## src/rtl/instruction_fetch.sv

```systemverilog
// Instruction fetch stage: owns the PC, runs the req/ready handshake to instruction
// memory and holds the IF/ID register, backed by a one-entry skid buffer.
module instruction_fetch #(
  parameter logic [31:0] RESET_PC = 32'h0000_0000
) (
  input  logic        clk,
  input  logic        reset,
  output logic        imem_req,
  output logic [31:0] imem_addr,
  input  logic        imem_ready,
  input  logic [31:0] imem_rdata,
  input  logic        stall,
  input  logic        redirect,
  input  logic [31:0] redirect_pc,
  output logic [31:0] instr,
  output logic [31:0] instr_pc,
  output logic [31:0] pc_plus4,
  output logic        instr_valid,
  output logic [5:0]  op_code
);

  typedef enum logic {REQ, SKID} state_t;

  state_t      state;
  state_t      state_nxt;
  logic [31:0] pc;
  logic [31:0] pc_nxt;
  logic        drop;
  logic        drop_nxt;
  logic        req_nxt;
  logic [31:0] addr_nxt;
  logic [31:0] instr_nxt;
  logic [31:0] instr_pc_nxt;
  logic        valid_nxt;
  logic [31:0] skid_instr;
  logic [31:0] skid_pc;
  logic        skid_load;
  logic        slot_free;
  logic [31:0] pc_inc;

  function automatic logic [31:0] word_align(input logic [31:0] a);
    return a & 32'hFFFF_FFFC;
  endfunction

  assign slot_free = !instr_valid || !stall;
  assign pc_inc    = pc + 32'd4;
  assign pc_plus4  = instr_pc + 32'd4;
  assign op_code   = instr[31:26];

  always_comb begin
    state_nxt    = state;
    pc_nxt       = pc;
    drop_nxt     = drop;
    req_nxt      = imem_req;
    addr_nxt     = imem_addr;
    instr_nxt    = instr;
    instr_pc_nxt = instr_pc;
    valid_nxt    = instr_valid;
    skid_load    = 1'b0;
    if (redirect) begin
      pc_nxt    = word_align(redirect_pc);
      valid_nxt = 1'b0;
      state_nxt = REQ;
      // An unanswered request must still complete; its data is thrown away later.
      if (state == REQ && imem_req && !imem_ready) begin
        drop_nxt = 1'b1;
      end else begin
        drop_nxt = 1'b0;
        req_nxt  = 1'b1;
        addr_nxt = word_align(redirect_pc);
      end
    end else begin
      if (slot_free) begin
        valid_nxt = 1'b0;
      end
      case (state)
        REQ: begin
          if (!imem_req) begin
            req_nxt  = 1'b1;
            addr_nxt = pc;
          end else if (imem_ready) begin
            if (drop) begin
              drop_nxt = 1'b0;
              addr_nxt = pc;
            end else if (slot_free) begin
              instr_nxt    = imem_rdata;
              instr_pc_nxt = imem_addr;
              valid_nxt    = 1'b1;
              pc_nxt       = pc_inc;
              addr_nxt     = pc_inc;
            end else begin
              skid_load = 1'b1;
              pc_nxt    = pc_inc;
              req_nxt   = 1'b0;
              state_nxt = SKID;
            end
          end
        end
        SKID: begin
          if (slot_free) begin
            instr_nxt    = skid_instr;
            instr_pc_nxt = skid_pc;
            valid_nxt    = 1'b1;
            req_nxt      = 1'b1;
            addr_nxt     = pc;
            state_nxt    = REQ;
          end
        end
        default: state_nxt = REQ;
      endcase
    end
  end

  always_ff @(posedge clk) begin
    if (reset) begin
      state       <= REQ;
      pc          <= RESET_PC;
      drop        <= 1'b0;
      imem_req    <= 1'b0;
      imem_addr   <= RESET_PC;
      instr       <= 32'd0;
      instr_pc    <= 32'd0;
      instr_valid <= 1'b0;
    end else begin
      state       <= state_nxt;
      pc          <= pc_nxt;
      drop        <= drop_nxt;
      imem_req    <= req_nxt;
      imem_addr   <= addr_nxt;
      instr       <= instr_nxt;
      instr_pc    <= instr_pc_nxt;
      instr_valid <= valid_nxt;
    end
  end

  // Skid contents are only meaningful while in SKID, so they need no reset.
  always_ff @(posedge clk) begin
    if (skid_load) begin
      skid_instr <= imem_rdata;
      skid_pc    <= imem_addr;
    end
  end

endmodule

```

## config.mk

```make
export PLATFORM = sky130hd
export DESIGN_NAME = instruction_fetch
export DESIGN_NICKNAME = d
export VERILOG_FILES = /design/src/rtl/instruction_fetch.sv
export SDC_FILE = /design/constraint.sdc
export NUM_CORES = 1
export LEC_CHECK = 0
export CORE_UTILIZATION = 30
export CTS_BUF_LIST = sky130_fd_sc_hd__clkbuf_2
export DETAILED_ROUTE_END_ITERATION = 6
export HOLD_SLACK_MARGIN = 0.1
export PLACE_DENSITY_LB_ADDON = 0.2
export SLEW_MARGIN = 20
export SYNTH_ARGS = -nofsm -noshare
export SYNTH_HDL_FRONTEND = slang
export SYNTH_SLANG_ARGS = --single-unit
export TNS_END_PERCENT = 5
```

## constraint.sdc

```tcl
create_clock -name clk -period 4.88 [get_ports clk]
set_input_delay 0.976 -clock clk [delete_from_list [all_inputs] [get_ports clk]]
set_output_delay 0.976 -clock clk [all_outputs]
set_load 0.01 [all_outputs]
```

==> results.json <==
{
  "cts.reportedPaths.clkPinSlew_ns": 0.31,
  "ioPinCount": 205,
  "die_area_sq_um": 29800,
  "slew_headroom": 0.399,
  "ys_seq_area_frac": 0.502,
  "crit_top_cell": "nor3_1",
  "synth_area_leaders": "dfxtp_1 (29%), edfxtp_1 (21%), mux2i_1 (7.4%)",
  "cp_num_buf_inv": 2,
  "ant_nets": 0,
  "synth_ff_type": "dfxtp_1",
  "chipWidth_um": 173,
  "async_reset_ff_frac": 0,
  "dr_total_vias": 6809,
  "fmax_mhz": 240,
  "antenna_found_initial": 1,
  "yosys_warnings": 0,
  "synth_commonest_cells": "dfxtp_1 (126), nor2_1 (112), a211oi_1 (79)",
  "insertion_delay_ns": 0.78,
  "gp_congestion": 0.779,
  "worstPathArrival_ns": 3.20,
  "n_fill_cell": 2878,
  "initial_core_util": 0.304,
  "cpLargestDelayFamily": "simple AND/OR/NAND/NOR gates",
  "power.density_nw_per_um2": 273,
  "status": "finished clean",
  "crit_cells": 8,
  "place_area_sq_um": 11000,
  "rsz0062_at_grt": "false",
  "numCtsBuffers": 17,
  "grt-ovfl-total": 0,
  "final-hold-violation-count": 0,
  "cts_max_path_buffers": 2,
  "fin_ws_ns": 0.706,
  "syn_inst": 871,
  "dp_slack_ns": 1.43,
  "syn_area_per_cell_sq_um": 10.0,
  "synth-seq-cells": 188,
  "fin_setup_tns_ns": 0,
  "grt_pass1_wl_mm": 37.5,
  "core-area_sq_um": 28700,
  "hold_depth": 0,
  "synth.distinct_cells": 54,
  "wl_per_cell_um": 16.7,
  "min_period_over_period": 0.855,
  "io_buffer_count": 196,
  "area_growth_pct": 28.6,
  "start_kind": "flip-flop",
  "slew_violations": 0,
  "worstMarginPinSlew_ns": 0.902,
  "first_global_vias": 6392,
  "cts_resized": 0,
  "netlist_area_sq_um": 8740,
  "p_leak_nw": 3.62,
  "nets": 1099,
  "cts_max_level": 4,
  "finalSetupViolCount": 0,
  "drv_cap": 0,
  "drt_iter0_drc": 426,
  "dp_hpwl_mm": 16.4,
  "timing.critical_path.slowest_stage_cell": "clkdlybuf4s50_1",
  "hold_class": "reg2reg",
  "path_cells": "ha_1 > nand2_1 > nor3_1 > buf_4 > nand4_1 > nor3_1 > xor2_1 > clkdlybuf4s50_1",
  "crit_type": "reg2out",
  "die_y_um": 173,
  "cts.sinks": 188,
  "fin_area_sq_um": 11200,
  "crit_path_end_kind": "output port",
  "via_per_inst": 4.77,
  "ir_worst_vdd_mv": 0.127,
  "grt_max_degree": 89,
  "tritoncts": "built",
  "wirelength_mm": 23.8,
  "synth.most_common_cell": "dfxtp_1",
  "slowest_delay_ns": 0.55,
  "synth_edf_count": 62,
  "r2r_cells": 5,
  "hold_buffers": 0,
  "drt_first_pass_iters": 5,
  "clock_skew_ns": 0.0496,
  "core.rowCount": 62,
  "required_ns": 3.90,
  "synth.top_cell.area_share": 0.289,
  "drc": 0,
  "cts.root.buffer_cell": "clkbuf_2",
  "post-route-min-period_ns": 4.17,
  "synth_top_area_cell": "dfxtp_1",
  "cts_setup_buffers": 0,
  "crit_fanout": 6,
  "grt_use_total": 0.159,
  "drive_above_1_share": 0.0615
}
==> worst reg2reg max path, delay by kind of cell (launching register included) <==
kind	cells	cell delay (ns)
DFF	1	0.56
xor gates and xnor gates	1	0.20
AOI/OAI and AO/OA	1	0.28
and+or+nand+nor	3	1.65
==> power breakdown <==
part / internal (W) / switching (W) / total (W)
clock network: 0.000225 / 0.000616 / 0.000841
logic: 0.000240 / 0.000214 / 0.000453
registers: 0.00169 / 0.0000846 / 0.00177
total: 0.00215 / 0.000914 / 0.00307
==> registers in the layout, summed over array words and instances, names as in the netlist <==
name / count
instr: 32
instr_valid: 1
drop: 1
pc: 30
skid_instr: 32
state: 1
skid_pc: 30
instr_pc: 30
imem_addr: 30
imem_req: 1
==> final timing paths <==
| path | start | slack, ns | endpoint |
|---|---|---|---|
| worst max-delay path | instr_pc[2]$_SDFFE_PP0P_ | 0.71 | pc_plus4[28] |
| worst min-delay path | imem_addr[24]$_SDFFE_PP0P_ | 0.50 | skid_pc[24]$_DFFE_PP_ |
| worst max register to register | state$_SDFF_PP0_ | 2.13 | imem_addr[25]$_SDFFE_PP0P_ |
| worst min register to register | imem_addr[24]$_SDFFE_PP0P_ | 0.50 | skid_pc[24]$_DFFE_PP_ |
==> cell usage in the layout, fill, tap and decap left out, types with 2 or more instances in the layout <==
master,synthesis,final
buf_4,12,13
o211a_1,3,3
xnor2_1,32,32
nand3_1,47,47
a21oi_1,36,36
nand4_1,21,21
nand2b_1,11,11
and3_1,5,5
o21a_1,3,3
and4_1,4,4
nand2_1,49,49
mux2i_1,65,65
inv_8,0,5
clkinv_8,0,2
nor4_1,4,4
and2_1,2,2
a221oi_1,2,2
nand4b_1,2,2
a211oi_2,4,3
clkbuf_2,0,18
nor3_1,12,12
ha_1,2,2
a211oi_1,79,79
conb_1,1,6
o21ai_0,14,14
clkdlybuf4s50_1,0,195
dfxtp_1,126,125
edfxtp_1,62,62
nor4_4,3,3
xor2_1,48,48
or3_1,2,2
nor2_1,112,111
inv_6,0,5
o211ai_1,10,10
inv_1,6,6
o41ai_1,6,6
nor2b_1,4,4
==> metal layers <==
metal / GRT usage / share of wire
met1: 0.230 / 0.50
met2: 0.237 / 0.44
met3: 0.0299 / 0.038
met4: 0.0546 / 0.019
met5: 0 / 0
==> through the flow <==
step	hold WS, ns	cells	power (W)	util
finish	0.503	1426	0.00307	0.392
global route	0.521	1426	0.00322	0.392
CTS	0.504	1425	0.00312	0.392
detailed placement	0.481	1393	0.00226	0.382
global placement	0.474	1393	0.00225	0.382
floorplan	0.497	876	0.00201	-
==> cells by family (layout without fill, tap and decap cells) <==
group                      count (synthesis)  after routing  synth area share
adders and majority gates                  2              2           0.00286
and+or+nand+nor                          284            284             0.159
AOI/OAI and AO/OA                        167            167             0.136
DFF                                      188            188             0.502
buffers and inverters                     83            248            0.0444
other                                      1              7          0.000429
muxes                                     66             66            0.0757
xor gates and xnor gates                  80             80            0.0802
==> area by class of cell <==
type / instances / area [sq um] / share of cell area
Clock inverter: 14 / 171 / 0.0153
Sequential cell: 188 / 4390 / 0.390
Multi-Input combinational cell: 605 / 4010 / 0.357
Clock buffer: 18 / 90.1 / 0.00802
Timing Repair Buffer: 209 / 2070 / 0.184
Inverter: 7 / 26.3 / 0.00234
Tap cell: 384 / 480 / 0.0427
Antenna cell: 1 / 2.50 / 0.000223
Note: power is estimated with default switching activity, not from simulation.
==> variant: new RTL, same settings <==
Make the reset (`reset`) asynchronous in one clocked block.
--- a/src/rtl/instruction_fetch.sv
+++ b/src/rtl/instruction_fetch.sv
@@ -113,3 +113,3 @@
 
-  always_ff @(posedge clk) begin
+  always_ff @(posedge clk or posedge reset) begin
     if (reset) begin
Check against the original RTL: not equivalent (a bounded check fails within 4 cycles, from zero or initial values and one cycle with reset high; the reset may be asserted at any time).
==> variant against the original RTL <==
Sequential cell count grew 3; routed wire length grew 5.8%; area after synthesis grew 5.2%; non-clock buffer count is 11 higher; global-route usage rose by 0.44 points; cell area grew 5.3%; via count increased by 1.5%; synthesized cell count decreased by 2.5%; setup slack better by 0.035 ns.
Power is not compared: it rests on default switching activity, and its combinational part moved more than twofold at a synthesized area within 25%.
==> variant: results (changes against the original RTL) <==
- Hold depth: 2 (+2)
- CTS resizes: 0 (unchanged)
- Critical R2R Launch: state
- Met1 Usage GRT: 23.2% (+0.24 points)
- Hpwl dp: 18,000 um (+10%)
- Iter 0 DRT Violations: 476 (+12%)
- Met2 Track Usage GR: 25.4% (+1.7 points)
- CTS root buf: clkbuf_2
- TritonCTS buffer count: 17 (unchanged)
- Prevailing post-synth register cell: dfrtp_1
- Async S/R FF share, synth: 67.0% (+67 points)
- DRT Pass-1 Iters: 5 (unchanged)
- Placed cell count: 1,399 (+0.43%)
- Critical path's slowest cell: clkdlybuf4s50_1
- DR vias/cell: 4.82 (+1.0%)
- Port bufs: 202 (+3.1%)
- Arr. time, crit path: 3.16 ns (-0.04 ns)
- Sequential area share after synthesis: 55.4% (+5.2 points)
- Post-synth EDFFs: 63 (+1.6%)
- Yosys cell types: 51 (-5.6%)
- Final nets: 1,099 (unchanged)
- Top Registers: instr (32), skid_instr (32)
- CP Launch Point: instr_pc[4]
- Worst VDD drop: 0.120 mV
- GP Congestion: 0.881 (+13%)
- Hold_sp: instr[9]
- Worst slew margin: 33.4% (-6.4 points)
- Met3 GRT Util: 3.16% (+0.17 points)
- CP peak stage delay: 0.57 ns (+0.02 ns)
- Worst R2R Setup Slack: 1.80 ns (-0.33 ns)
- Worst Hold Path EP: instr[9]
- Fillers: 2,936 (+2.0%)
- Tot GR Track Use: 16.4% (+0.44 points)
- Vias in the first global route: 6,646 (+4.0%)
- Worst-skew pair later-pin latency: 0.74 ns (-0.04 ns)
- Share of cells above drive strength 1: 7.30% (+1.2 points)
- Largest net degree at the start of global routing: 90 (+1.1%)
- Routed len/inst: 17.6 um (+5.3%)
- Net Sw Frac: 33.4%
- Top cells by area, synth: dfrtp_1 (35%), edfxtp_1 (21%), mux2i_1 (7.9%), nand2_1 (4.9%), xnor2_1 (4.4%)
- Synthesized instance count: 849 (-2.5%)
- Status: completed
- DRT Wirelength: 25,100 um (+5.8%)
- Clock skew: 0.0431 ns (-0.00652 ns)
- Initial antenna violation count: 1 (unchanged)
- Crit Reg-Reg Endpoint: imem_addr[21]
- Min-delay worst type: reg -> reg
- Crit path to: pc_plus4[27]
- Clock Path Buffers: 2 (unchanged)
- First-pass GRT wire length: 39,400 um (+5.0%)
- Commonest cells in the netlist: dfrtp_1 (128), nand2_1 (121), o21ai_0 (79)
[variant: area by class of cell]
cell class	count	area share, %
diodes	1	0.0211
clock buffers	18	0.761
clock inverters	14	1.24
inverters	8	0.296
multi-input cells	590	32.3
flip-flops and latches	191	43.1
well taps	390	4.12
repair buffers	220	18.2
[variant: stage by stage]
step           setup slack, ns  hold WS (ns)  power (mW)  utilization, %  instance area, sq um
2_1_floorplan            0.441         0.508        2.59               -                  9200
3_3_place_gp              1.24         0.460        3.30            38.8                 11600
3_5_place_dp              1.24         0.469        3.32            38.8                 11600
4_1_cts                  0.553         0.525        4.14            39.6                 11800
5_1_grt                  0.374         0.537        4.32            39.6                 11800
6_report                 0.741         0.517        4.07            39.6                 11800
[variant: per-layer routing]
metal / vias up / part of all wire (%)
li1: 3387 / -
met1: 3333 / 48
met2: 165 / 46
met3: 23 / 5.0
met4: 0 / 1.4
met5: - / 0
[variant: logic make-up after synthesis]
group | count (synthesis) | share of synthesized area [%]
xor+xnor | 77 | 7.33
mux | 84 | 9.29
compound gates | 136 | 8.61
flops | 191 | 55.4
buf+inv | 68 | 3.27
simple gates | 291 | 15.8
fa+ha+maj | 2 | 0.272
[variant: power by group through the flow]
stage	sequential [mW]	clock (mW)	combinational, mW
after global routing	2.14	0.914	1.27
after floorplan	2.13	0	0.461
after CTS	2.11	0.857	1.18
after global placement	2.13	0	1.17
after detailed placement	2.14	0	1.18
final	2.10	0.805	1.16
[variant: tightest hold or removal path, stage by stage (launching register included)]
cell and delay, ns:
dfrtp_1 0.41, nand2_1 0.04, o21ai_0 0.06
